## src/rtl/seg7_pkg.sv

```systemverilog
// Shared constants, segment encoder and FSM states
// for the binary-to-7-segment display path.
package seg7_pkg;

  localparam logic [7:0] SEG_BLANK = 8'h00;
  localparam logic [7:0] SEG_DASH  = 8'h02;

  typedef enum logic [1:0] {
    IDLE,
    SHIFT,
    LOAD
  } state_t;

  // {abcdefg,dp}, dp left clear
  function automatic logic [7:0] seg7_encode(
    input logic [3:0] d
  );
    logic [7:0] s;
    unique case (d)
      4'd0:    s = 8'hFC;
      4'd1:    s = 8'h60;
      4'd2:    s = 8'hDA;
      4'd3:    s = 8'hF2;
      4'd4:    s = 8'h66;
      4'd5:    s = 8'hB6;
      4'd6:    s = 8'hBE;
      4'd7:    s = 8'hE0;
      4'd8:    s = 8'hFE;
      4'd9:    s = 8'hF6;
      default: s = SEG_BLANK;
    endcase
    return s;
  endfunction

  // wide enough for any digit count the display can use
  function automatic logic [127:0] pow10(
    input int n
  );
    logic [127:0] p;
    p = 128'd1;
    for (int i = 0; i < n; i++)
      p = p * 128'd10;
    return p;
  endfunction

endpackage

```

## src/rtl/bin2bcd_seq.sv

```systemverilog
// Serial double-dabble converter:
// one input bit per clock, BIN_W clocks per value.
module bin2bcd_seq
  import seg7_pkg::*;
#(
  parameter int BIN_W  = 10,
  parameter int NDIGIT = 4
) (
  input  logic                  clk,
  input  logic                  rst,
  input  logic                  start,
  input  logic [BIN_W-1:0]      bin,
  output logic                  busy,
  output logic                  last,
  output logic [4*NDIGIT-1:0]   bcd_out
);

  localparam int CNT_W = $clog2(BIN_W + 1);
  localparam int BW    = 4 * NDIGIT;

  logic [BIN_W-1:0] sh;
  logic [CNT_W-1:0] cnt;
  logic [BW-1:0]    adj;

  assign last = busy && (cnt == CNT_W'(BIN_W - 1));

  // per-nibble +3 when >=5, no carry between nibbles
  always_comb begin
    adj = '0;
    for (int i = 0; i < NDIGIT; i++) begin
      if (bcd_out[4*i +: 4] >= 4'd5)
        adj[4*i +: 4] = bcd_out[4*i +: 4] + 4'd3;
      else
        adj[4*i +: 4] = bcd_out[4*i +: 4];
    end
  end

  // load on start, then shift {bcd,sh} left once per clock
  always_ff @(posedge clk or posedge rst) begin
    if (rst) begin
      sh      <= '0;
      cnt     <= '0;
      bcd_out <= '0;
      busy    <= 1'b0;
    end else if (start) begin
      sh      <= bin;
      cnt     <= '0;
      bcd_out <= '0;
      busy    <= 1'b1;
    end else if (busy) begin
      {bcd_out, sh} <= {adj, sh} << 1;
      cnt           <= cnt + 1'b1;
      if (last)
        busy <= 1'b0;
    end
  end

endmodule

```

## src/rtl/seg7_bin_display.sv

```systemverilog
// Handshaked binary-to-7-segment display driver with
// leading-zero blanking, per-digit DP and overflow dashes.
module seg7_bin_display
  import seg7_pkg::*;
#(
  parameter int BIN_W  = 10,
  parameter int NDIGIT = 4
) (
  input  logic                  clk,
  input  logic                  RST,
  input  logic                  in_valid,
  output logic                  in_ready,
  input  logic [BIN_W-1:0]      in_bin,
  input  logic                  lzb_en,
  input  logic [NDIGIT-1:0]     dp_mask,
  output logic [8*NDIGIT-1:0]   seg_out,
  output logic                  ovf,
  output logic                  done
);

  localparam int CW =
    (BIN_W > 4*NDIGIT) ? BIN_W : 4*NDIGIT;
  localparam logic [CW-1:0] MAXV =
    CW'(pow10(NDIGIT) - 128'd1);

  state_t state, state_nx;

  logic                  acc;
  logic                  busy;
  logic                  last;
  logic                  lzb;
  logic                  ovf_nx;
  logic [NDIGIT-1:0]     dp;
  logic [4*NDIGIT-1:0]   bcd;
  logic [8*NDIGIT-1:0]   seg_nx;

  assign in_ready = (state == IDLE);
  assign acc      = in_valid & in_ready;

  bin2bcd_seq #(
    .BIN_W  (BIN_W),
    .NDIGIT (NDIGIT)
  ) u_core (
    .clk     (clk),
    .rst     (RST),
    .start   (acc),
    .bin     (in_bin),
    .busy    (busy),
    .last    (last),
    .bcd_out (bcd)
  );

  // state register
  always_ff @(posedge clk or posedge RST) begin
    if (RST)
      state <= IDLE;
    else
      state <= state_nx;
  end

  // next state: accept, shift until the core's last bit, load
  always_comb begin
    state_nx = state;
    case (state)
      IDLE:    if (acc) state_nx = SHIFT;
      SHIFT:   if (last || !busy) state_nx = LOAD;
      LOAD:    state_nx = IDLE;
      default: state_nx = IDLE;
    endcase
  end

  // capture display options and range check at accept
  always_ff @(posedge clk or posedge RST) begin
    if (RST) begin
      lzb    <= 1'b0;
      dp     <= '0;
      ovf_nx <= 1'b0;
    end else if (acc) begin
      lzb    <= lzb_en;
      dp     <= dp_mask;
      ovf_nx <= CW'(in_bin) > MAXV;
    end
  end

  // blank from the top down until first nonzero digit
  always_comb begin
    logic       lead;
    logic [3:0] nib;
    logic [7:0] code;
    seg_nx = '0;
    lead   = lzb;
    nib    = '0;
    code   = '0;
    for (int i = NDIGIT - 1; i >= 0; i--) begin
      nib = bcd[4*i +: 4];
      if (nib != 4'd0 || i == 0)
        lead = 1'b0;
      code    = lead ? SEG_BLANK : seg7_encode(nib);
      code[0] = code[0] | dp[i];
      if (ovf_nx)
        code = SEG_DASH;
      seg_nx[8*i +: 8] = code;
    end
  end

  // register display outputs in LOAD
  always_ff @(posedge clk or posedge RST) begin
    if (RST) begin
      seg_out <= '0;
      ovf     <= 1'b0;
      done    <= 1'b0;
    end else begin
      done <= (state == LOAD);
      if (state == LOAD) begin
        seg_out <= seg_nx;
        ovf     <= ovf_nx;
      end
    end
  end

endmodule
```

## config.mk

```make
export PLATFORM = sky130hd
export DESIGN_NAME = seg7_bin_display
export DESIGN_NICKNAME = d
export VERILOG_FILES = /design/src/rtl/seg7_pkg.sv /design/src/rtl/bin2bcd_seq.sv /design/src/rtl/seg7_bin_display.sv
export SDC_FILE = /design/constraint.sdc
export NUM_CORES = 1
export LEC_CHECK = 0
export BUFFER_PORTS_ARGS = -buffer_cell sky130_fd_sc_hd__buf_2
export CORE_ASPECT_RATIO = 1.2
export CORE_MARGIN = 8
export CORE_UTILIZATION = 58
export DETAILED_ROUTE_END_ITERATION = 10
export PLACE_DENSITY = 0.8
export SYNTH_ARGS = -nofsm -noshare
export SYNTH_HDL_FRONTEND = slang
export SYNTH_SLANG_ARGS = --single-unit
```

## constraint.sdc

```tcl
create_clock -name clk -period 2.5 [get_ports clk]
set_input_delay 0.25 -clock clk [delete_from_list [all_inputs] [get_ports clk]]
set_output_delay 0.25 -clock clk [all_outputs]
set_load 0.005 [all_outputs]
```

==> results.tsv <==
metric	value	unit
status	complete, no violations	
Reg-to-Reg Start	u_core.bcd_out[1]$_DFFE_PP0P_	
I/O Buffers	51	
vias in the first global route	3102	
Comb pwr share	43.7	%
internal cell power	3.28	mW
crit-path max FO	9	
DP HPWL	5.51	mm
TNS Setup	0	ns
Startpoint Class	flip-flop	
Final Max Tran Viols	0	
full die area	9610	sq um
Final setup viols	0	
P&R area growth vs syn	13.1	%
post-route cell area	4410	sq um
Reg clk slew, reported paths	0.08	ns
WS Path Type	flip-flop to flip-flop	
Resize count post-CTS	0	
GRT Overall Usage	16.9	%
vias per inst	5.42	
clk_skew	0.00678	ns
sw frac	41.1	%
Clock power frac	16.4	%
Core Box Area	6490	sq um
reg2reg end	u_core.bcd_out[2]$_DFFE_PP0P_	
number of CTS-inserted buffers	9	
Reg2Reg Depth	6	
Pre-antenna DRT Iters	4	
Pleak	2.21	nW
FP Rows	32	
Mapped Area	3900	sq um
final worst-path cycle share	76.0	%
fin crit period	1.90	ns
post-synthesis cell type count	45	
total grt overflow	0	
peak supply drop	875	uV
ratio of cells with drive above 1 in the final layout	18.6	%
clock buffer depth	2	
H-tree levels	3	
R2R Setup Slk	0.60	ns
Sw Pwr	2.28	mW
syn nets	467	
sequential power share	39.9	%
commonest non-fill, non-tap cell in the layout	nand2_1	
PD cells	1260	nW/um^2
element type at the critical path end	flip-flop	
antenna-violating nets left	0	
Crit path required time	2.78	ns
routability congestion estimate	0.871	
Root Buffer	clkbuf_8	
CTS tree	done	
final hold viol count	0	
Top FF cell, synth	dfrtp_1	
cell area after placement	4210	sq um
routed wire length	7.65	mm
Arrival @ worst endpoint	2.18	ns
RSZ-0062 raised after global routing	false	
syn avg cell area	9.30	sq um
Worst-Skew Late Latency	0.35	ns
setup bufs post-CTS	0	
Post-synth EDFFs	0	
final core utilization	68.0	%
max_slew headroom	52.8	%
max_cap viols	0	
Die H	106	microns
CTS sink count	71	
Die X-Extent	90.8	microns
Final nets	510	
number of synthesized register bits	71	
vias	2994	
first-pass GRT wire length	13.4	mm
Starting Density	60.1	%
Avg WL per Cell	13.9	microns
hold_buf cts	0	
most frequent cells in the layout	nand2_1, dfrtp_1, buf_2	
Hold Crit Class	primary input to asynchronous set/reset pin	
I/O Pins	53	
Post-Syn Instances	419	
Fmax achieved	0.526	GHz
Synth Warn #	0	
largest net degree at the start of global routing	39	
number of diodes	0	
Post-Layout Cell Count	552	
DRT iter0 DRCs	96	
DRC Markers	0	
post-synthesis sequential area ratio	45.6	%
Placed Cells	536	
worst slew pin tran	0.706	ns
ys async rst share	100	%
initial antenna violation count	0	
## layer usage
layer	global-route usage (%)	up-vias	part of all wire, %
met2	29.5	46	50
met5	0	-	0
met3	4.47	18	3.8
met4	10.8	0	2.7
li1	-	1513	-
met1	17.7	1417	44
## logic make-up (layout without fill, tap and decap cells)
family / after synthesis / count (layout) / synth area share (%)
XOR/XNOR: 4 / 4 / 0.899
AO/OA/AOI/OAI: 97 / 97 / 14.6
adder cells (fa/ha/maj): 30 / 30 / 9.63
buffers and inverters: 43 / 91 / 4.81
flip-flops: 71 / 71 / 45.6
AND/OR/NAND/NOR: 157 / 157 / 20.2
other: 1 / 1 / 0.0962
multiplexers: 16 / 16 / 4.24
## cell type report
cell class | count | area (sq um)
clock buffer | 9 | 124
multi-input combinational | 305 | 1940
inverter | 16 | 60.1
fill | 539 | 2080
tap | 85 | 106
timing repair buffer | 59 | 328
clock inverter | 7 | 72.6
sequential | 71 | 1780
## worst max-delay path by stage
stage / start / endpoint / slack, ns / cells after the start
floorplan: RST / done$_DFF_PP0_ / 0.45 / 1
global placement: u_core.bcd_out[1]$_DFFE_PP0P_ / u_core.bcd_out[2]$_DFFE_PP0P_ / 0.73 / 6
detailed placement: u_core.bcd_out[1]$_DFFE_PP0P_ / u_core.bcd_out[2]$_DFFE_PP0P_ / 0.64 / 6
CTS: u_core.bcd_out[1]$_DFFE_PP0P_ / u_core.bcd_out[2]$_DFFE_PP0P_ / 0.61 / 6
global route: u_core.bcd_out[1]$_DFFE_PP0P_ / u_core.bcd_out[2]$_DFFE_PP0P_ / 0.45 / 6
finish: u_core.bcd_out[1]$_DFFE_PP0P_ / u_core.bcd_out[2]$_DFFE_PP0P_ / 0.60 / 6
## critical path, cell delays in order, from the launching register on
cell,delay (ns)
dfrtp_1,0.49
inv_1,0.20
ha_1,0.28
nand2b_1,0.11
a21oi_1,0.25
mux2_2,0.36
a21oi_1,0.14
## power groups by stage
| stage | combinational, mW | clock, mW | sequential (mW) |
|---|---|---|---|
| 3_5_place_dp | 2.44 | 0 | 2.24 |
| 4_1_cts | 2.46 | 0.926 | 2.22 |
| 3_3_place_gp | 2.36 | 0 | 2.20 |
| 6_report | 2.43 | 0.912 | 2.22 |
| 2_1_floorplan | 1.90 | 0 | 2.03 |
| 5_1_grt | 2.80 | 0.986 | 2.31 |
## flip-flops by register name, summed over array words and instances, names as in the netlist
| name | cells |
|---|---|
| done | 1 |
| dp | 4 |
| lzb | 1 |
| seg_out | 32 |
| state | 2 |
| u_core.bcd_out | 16 |
| u_core.busy | 1 |
| u_core.cnt | 4 |
| u_core.sh | 10 |
## Yosys cell counts (2+ instances only)
cell | n | area (sq um)
nor3b_1 | 5 | 37.5
o31ai_1 | 8 | 60.1
nand4_1 | 4 | 25.0
a21o_1 | 2 | 15.0
o21a_1 | 3 | 22.5
or4b_1 | 4 | 40.0
and3_1 | 4 | 25.0
mux2i_1 | 12 | 120
mux2_2 | 4 | 45.0
a21oi_1 | 28 | 140
xor2_1 | 2 | 17.5
a211oi_1 | 2 | 15.0
o22a_1 | 2 | 17.5
nor2b_1 | 7 | 43.8
o221ai_1 | 2 | 17.5
nand2b_1 | 12 | 75.1
buf_2 | 15 | 75.1
nand3b_1 | 6 | 45.0
nor2_1 | 15 | 56.3
o21ai_0 | 41 | 205
nor3_2 | 2 | 20.0
xnor2_1 | 2 | 17.5
ha_1 | 30 | 375
clkbuf_1 | 10 | 37.5
nand2_1 | 79 | 297
buf_4 | 2 | 15.0
inv_1 | 16 | 60.1
nand3_1 | 6 | 30.0
nor3_1 | 6 | 30.0
a31oi_1 | 3 | 18.8
dfrtp_1 | 71 | 1780
## metrics by stage
stage / total power [mW] / hold slack (ns) / worst slack [ns]
3_5_place_dp: 4.68 / 0.409 / 0.641
5_1_grt: 6.10 / 0.0637 / 0.453
6_report: 5.56 / 0.00210 / 0.600
4_1_cts: 5.61 / 0.0215 / 0.613
3_3_place_gp: 4.56 / 0.400 / 0.731
2_1_floorplan: 3.93 / 0.355 / 0.453
No activity file was read; power rests on OpenSTA's default activity.
